### src/rtl/gen_enable_multi.sv
`default_nettype none
// ============================================================================
// Module   : gen_enable_multi
// Brief    : Multi-channel clock-enable generator with shadowed divide/phase
//            configuration and a common synchronous realign.
// Revision : 1.0
// ============================================================================
module gen_enable_multi #(
    parameter int WIDTH         = 5,
    parameter int CHANNELS      = 4,
    parameter int DEFAULT_LIMIT = 24,
    parameter int CH_W          = (CHANNELS > 1) ? $clog2(CHANNELS) : 1
) (
    input  logic                      clk,
    input  logic                      reset_n,
    input  logic                      en,
    input  logic                      sync,
    input  logic                      cfg_we,
    input  logic [CH_W-1:0]           cfg_ch,
    input  logic [WIDTH-1:0]          cfg_limit,
    input  logic [WIDTH-1:0]          cfg_phase,
    output logic [CHANNELS-1:0]       en_out,
    output logic [CHANNELS*WIDTH-1:0] count,
    output logic                      aligned,
    output logic                      cfg_err
);

    localparam logic [WIDTH-1:0] c_default_limit = WIDTH'(DEFAULT_LIMIT);
    localparam logic [CH_W:0]    c_channels      = (CH_W+1)'(CHANNELS);

    logic                w_cfg_valid;
    logic                w_wr_ok;
    logic [CHANNELS-1:0] w_zero;
    logic                r_cfg_err;

    // A write is only legal if the phase is reachable and the channel exists.
    assign w_cfg_valid = ({1'b0, cfg_ch} < c_channels) && (cfg_phase <= cfg_limit);
    assign w_wr_ok     = cfg_we & w_cfg_valid;

    always_ff @(posedge clk or negedge reset_n) begin
        if (!reset_n) begin
            r_cfg_err <= 1'b0;
        end else begin
            r_cfg_err <= cfg_we & ~w_cfg_valid;
        end
    end

    assign cfg_err = r_cfg_err;
    assign aligned = &w_zero;

    generate
        for (genvar i = 0; i < CHANNELS; i++) begin : g_ch
            logic [WIDTH-1:0] r_cnt;
            logic [WIDTH-1:0] r_limit;
            logic [WIDTH-1:0] r_phase;
            logic [WIDTH-1:0] r_p_limit;
            logic [WIDTH-1:0] r_p_phase;
            logic             w_sel;
            logic             w_wrap;
            logic             w_load;

            assign w_sel  = w_wr_ok && (cfg_ch == CH_W'(i));
            assign w_wrap = en && (r_cnt == r_limit);
            // Active values only change when the counter is about to be 0,
            // so the counter can never sit above its active limit.
            assign w_load = sync | w_wrap;

            always_ff @(posedge clk or negedge reset_n) begin
                if (!reset_n) begin
                    r_cnt     <= '0;
                    r_limit   <= c_default_limit;
                    r_phase   <= '0;
                    r_p_limit <= c_default_limit;
                    r_p_phase <= '0;
                end else begin
                    if (sync) begin
                        r_cnt <= '0;
                    end else if (en) begin
                        r_cnt <= w_wrap ? '0 : r_cnt + WIDTH'(1);
                    end

                    if (w_sel) begin
                        r_p_limit <= cfg_limit;
                        r_p_phase <= cfg_phase;
                    end

                    // Write-through when the write coincides with a load edge.
                    if (w_load) begin
                        r_limit <= w_sel ? cfg_limit : r_p_limit;
                        r_phase <= w_sel ? cfg_phase : r_p_phase;
                    end
                end
            end

            assign en_out[i]                = en & (r_cnt == r_phase);
            assign count[i*WIDTH +: WIDTH]  = r_cnt;
            assign w_zero[i]                = (r_cnt == '0);
        end
    endgenerate

endmodule
`default_nettype wire

### config.mk
export PLATFORM = sky130hd
export DESIGN_NAME = gen_enable_multi
export DESIGN_NICKNAME = d
export VERILOG_FILES = /design/src/rtl/gen_enable_multi.sv
export SDC_FILE = /design/constraint.sdc
export NUM_CORES = 1
export LEC_CHECK = 0
export ABC_AREA = 1
export BUFFER_PORTS_ARGS = -buffer_cell sky130_fd_sc_hd__buf_2
export CORE_MARGIN = 8
export CORE_UTILIZATION = 35
export DETAILED_ROUTE_END_ITERATION = 6
export GPL_ROUTABILITY_DRIVEN = 0
export GPL_TIMING_DRIVEN = 0
export PLACE_DENSITY = 0.6
export SETUP_SLACK_MARGIN = 0.15
export SLEW_MARGIN = 5
export SYNTH_ARGS = -nofsm -noshare
export SYNTH_HDL_FRONTEND = slang
export SYNTH_SLANG_ARGS = --single-unit
export TNS_END_PERCENT = 20
### constraint.sdc
create_clock -name clk -period 3.75 [get_ports clk]
set_input_delay 0.75 -clock clk [delete_from_list [all_inputs] [get_ports clk]]
set_output_delay 0.75 -clock clk [all_outputs]
set_load 0.005 [all_outputs]
Word level (Yosys, flattened, before mapping)
Cells that the tools add are included.

Register bits after elaboration: 101. Bits of input ports: 17.

$add $sub $neg: 4. Order comparisons: 1. Equal/unequal tests: 11. Muxes and demuxes: 20. Bitwise logic cells: 11. Reductions and logical operators: 15.

Operators by type and width (count): two-way mux 5 bit (20); == test 5 bit (8); adder 5 x 1 -> 5 bit (second input constant) (4); zero test 5 bit (4); logical AND 1 bit (8); bitwise AND 1 bit (6); less-or-equal comparator 5 bit (1); == test 2 bit (second input constant) (2); bitwise OR 1 bit (4); AND reduction 4 bit (1); == test 2 x 1 -> 1 bit (second input constant) (1); zero test 2 bit (1); nonzero test 2 bit (1); inverter 1 bit (1).

Depth between registers and ports, before layout
Word-level depth: 5. Mapped depth: 11. Mapped depth without buffers: 11.

Worst setup path before layout
Ideal clock, no wire load.

Path type: input -> output. From: in en. To: out en_out[1]. Arrival: 1409 ps. Data required time: 3000 ps. Path slack: 1591 ps. Stages: 5. Path buffers: 1. Cells stage by stage: buf_4 -> inv_1 -> a21oi_1 -> nand2_1 -> nor4_1.

Word-level cells in the longest chain between the ends: 1.

RTL lines: from (decl) (RTL line 16) `input logic en,`; bitwise AND 1 bit (RTL line 95) `assign en_out[i] = en & (r_cnt == r_phase);`; to (decl) (RTL line 22) `output logic [CHANNELS-1:0] en_out,`.

No other way between the ends.

Worst setup path in the final report
Ends and elaborated chain as after synthesis.

==> flow_metrics.py <==
metrics = {
    "outcome": {
        "status": "complete, no violations",
    },
    "synthesis": {
        "ys.warnings.count": 0,
        "syn_inst": 644,
        "synth_edf_count": 0,
        "synth_top_family_by_area": "simple AND/OR/NAND/NOR gates",
        "ys_ff_latch": 101,
        "avgSynthCellArea_um2": 8.24,
        "yosys.area_share.simple": 0.332,
        "synth_xor_area_frac": 0.0330,
        "synth_common_cells": "nand2_1, dfrtp_1, inv_1",
        "synth.distinct_cells": 32,
        "synth-compound-area-share": 0.0318,
        "synth.area.top_cells": "dfrtp_1, nand2_1, dfstp_2",
        "synth_area_leader_cell": "dfrtp_1",
        "synth_fa_ha_area_frac": 0.0306,
        "synth_area_mm2": 0.00531,
        "synth_ff_type": "dfrtp_1",
        "synth_mux_area_frac": 0,
        "syn_nets": 674,
        "synth.yosys.seq_area_share": 0.480,
        "netlist.area_leader.share": 0.401,
        "async_flop_share": 1.00,
        "synth_most_common_cell": "nand2_1",
    },
    "final_layout": {
        "area_delta_synth_final_pct": 14.4,
        "antenna_cells": 0,
        "final_util": 0.404,
        "nets": 727,
        "drive_above_1_share": 0.158,
    },
    "clocking": {
        "cts_resized": 0,
        "cts_max_level": 3,
        "clkSinkCount": 101,
        "clockBufferDepth": 2,
        "insertion_delay_ns": 0.35,
        "cts-root-buf": "clkbuf_16",
        "postCtsSetupRepairBufs": 0,
        "cts_tree": "built",
        "path_clk_slew_ns": 0.07,
        "cts_made_buffers": 9,
        "cts_hold_buf": 0,
    },
    "grt": {
        "grt-ovfl-total": 0,
        "grt_use_total": 0.146,
        "grt_pass1_vias": 4252,
        "grt_max_degree": 55,
        "grt_pass1_wl_um": 22200,
        "antenna_found_initial": 0,
        "met1_usage": 0.182,
        "grtUsageMet3": 0.0213,
        "grt_busiest_layer": "met2",
        "use_met2": 0.244,
    },
    "floorplanning": {
        "dieWidth_um": 139,
        "die_y_um": 139,
        "start_util": 0.353,
        "rows": 45,
        "coreArea_mm2": 0.0150,
        "die-area_mm2": 0.0194,
        "io_pins": 43,
    },
    "worst_hold_path": {
        "hp-class": "primary input to async pin",
    },
    "sta": {
        "rsz0062_at_grt": "false",
        "setup_viol": 0,
        "min_period_over_period": 0.757,
        "fin_setup_tns_ns": 0,
        "min_period_ns": 2.84,
        "max_freq_mhz": 352,
        "hold_viol_final": 0,
        "fin_worst_skew_ns": 0.00865,
        "drv_slew": 0,
        "worstMarginPinSlew_ns": 0.726,
        "max_slew_margin": 0.516,
        "worst_hold_slack_ns": 0.460,
    },
    "place": {
        "portBuffers": 41,
        "dpl.hpwl_um": 9780,
    },
    "setup_path": {
        "crit_chain": "buf_2 -> buf_4 -> inv_1 -> a21oi_1 -> nand2_1 -> nor4_1 -> buf_2",
        "r2r_start": "g_ch[1].r_cnt[4]$_DFFE_PN0P_",
        "criticalPathCategory": "primary input to output port",
        "cp_slowest_cell": "nor4_1",
        "worstPathRequired_ns": 3.00,
        "cp-start-kind": "primary input",
        "worstPathMaxFanout": 10,
        "cpMostUsedCell": "buf_2",
        "cp.arrival_ns": 2.09,
        "cpPeakStageDelay_ns": 0.29,
        "reg2regPathDepth": 8,
        "crit_path_end_kind": "output port",
        "r2r_slack_ns": 2.16,
        "reg2reg_to": "g_ch[1].r_limit[3]$_DFFE_PN1P_",
    },
    "detailed_routing": {
        "via_per_inst": 4.84,
        "ant_nets": 0,
        "dr.first_iter.drc_count": 253,
        "wl_per_cell_um": 15.3,
        "firstDrtPassIters": 4,
        "drcViolationCount": 0,
        "drt_wl_total_um": 13600,
        "num_vias": 4312,
    },
    "job": {
        "cap_violations": 0,
    },
    "power_and_ir_drop": {
        "vdd_drop_max_v": 0.000219,
        "power.density_mw_per_mm2": 493,
        "power_leakage_nw": 3.13,
    },
}
logic make-up after synthesis:
logic type	count (synthesis)
AND/OR/NAND/NOR	370
XOR/XNOR	20
AO/OA/AOI/OAI	28
adder cells (fa/ha/maj)	13
buffers and inverters	112
flip-flops	101
cell usage in the layout, fill, tap and decap left out, types with 2 or more instances in the layout:
| cell | Yosys | routed |
|---|---|---|
| dfrtp_1 | 85 | 85 |
| and2_1 | 40 | 40 |
| inv_1 | 81 | 81 |
| clkbuf_16 | 0 | 9 |
| nor3_2 | 2 | 2 |
| nor2_1 | 40 | 40 |
| buf_6 | 6 | 6 |
| a21oi_1 | 5 | 5 |
| ha_1 | 13 | 13 |
| clkinv_2 | 0 | 4 |
| o22ai_1 | 8 | 8 |
| nand2_2 | 4 | 4 |
| xor2_1 | 19 | 19 |
| o2111ai_1 | 3 | 3 |
| nand2_1 | 167 | 167 |
| buf_1 | 3 | 3 |
| nor3_1 | 4 | 4 |
| o21ai_0 | 10 | 10 |
| dfstp_2 | 16 | 16 |
| clkbuf_1 | 5 | 6 |
| nor4_1 | 5 | 5 |
| buf_2 | 2 | 42 |
| nand3_1 | 50 | 50 |
| nand3_2 | 4 | 4 |
| or2_2 | 3 | 3 |
| nand4_1 | 48 | 48 |
| inv_2 | 9 | 9 |
| buf_4 | 6 | 7 |
registers in the layout, summed over array words and instances, names as in the netlist:
| signal | cells |
|---|---|
| g_ch.r_p_limit | 20 |
| cfg_err | 1 |
| g_ch.r_limit | 20 |
| g_ch.r_cnt | 20 |
| g_ch.r_p_phase | 20 |
| g_ch.r_phase | 20 |
worst max path at each step:
stage / cells past startpoint / startpoint / end / slack (ns)
global route: 7 / en / en_out[1] / 0.76
finish: 7 / en / en_out[1] / 0.91
detailed placement: 7 / en / en_out[1] / 0.86
global placement: 1 / reset_n / g_ch[1].r_cnt[3]$_DFFE_PN0P_ / 0.75
CTS: 7 / en / en_out[1] / 0.86
floorplan: 5 / en / en_out[1] / 1.59
layout make-up:
| type | instances | area, um^2 |
|---|---|---|
| Inverter | 90 | 338 |
| Clock inverter | 5 | 50.0 |
| Tap cell | 188 | 235 |
| Fill cell | 1519 | 8960 |
| Buffer | 22 | 153 |
| Sequential cell | 101 | 2550 |
| Clock buffer | 11 | 243 |
| Multi-Input combinational cell | 431 | 2270 |
| Timing Repair Buffer | 42 | 235 |
worst max-delay path: cells and delay by family:
family / cells / cell delay, ns
and+or+nand+nor: 2 / 0.36
buffers and inverters: 4 / 0.78
AOI/OAI and AO/OA: 1 / 0.19
power breakdown:
| group | total (W) | leakage [nW] | internal, W | switching (W) |
|---|---|---|---|---|
| Clock | 0.000938 | 0.149 | 0.000531 | 0.000406 |
| Sequential | 0.00144 | 1.17 | 0.00133 | 0.000111 |
| Combinational | 0.000619 | 1.81 | 0.000253 | 0.000366 |
| Total | 0.00299 | 3.13 | 0.00211 | 0.000884 |
through the flow:
step                      total power [W]  cell area [um^2]  instances  setup slack [ns]
after CTS                         0.00302              6070        890             0.863
after floorplan                   0.00188              5310        644              1.59
after detailed placement          0.00208              5780        874             0.865
final                             0.00299              6070        890             0.912
after global routing              0.00318              6070        890             0.757
after global placement            0.00206              5750        873             0.749
per-layer routing:
metal	routed length, um	vias to the layer above
li1	-	2174
met1	6260	2059
met2	6610	60
met3	397	19
met4	340	0
met5	0	-
(Power assumes the default switching activity.)
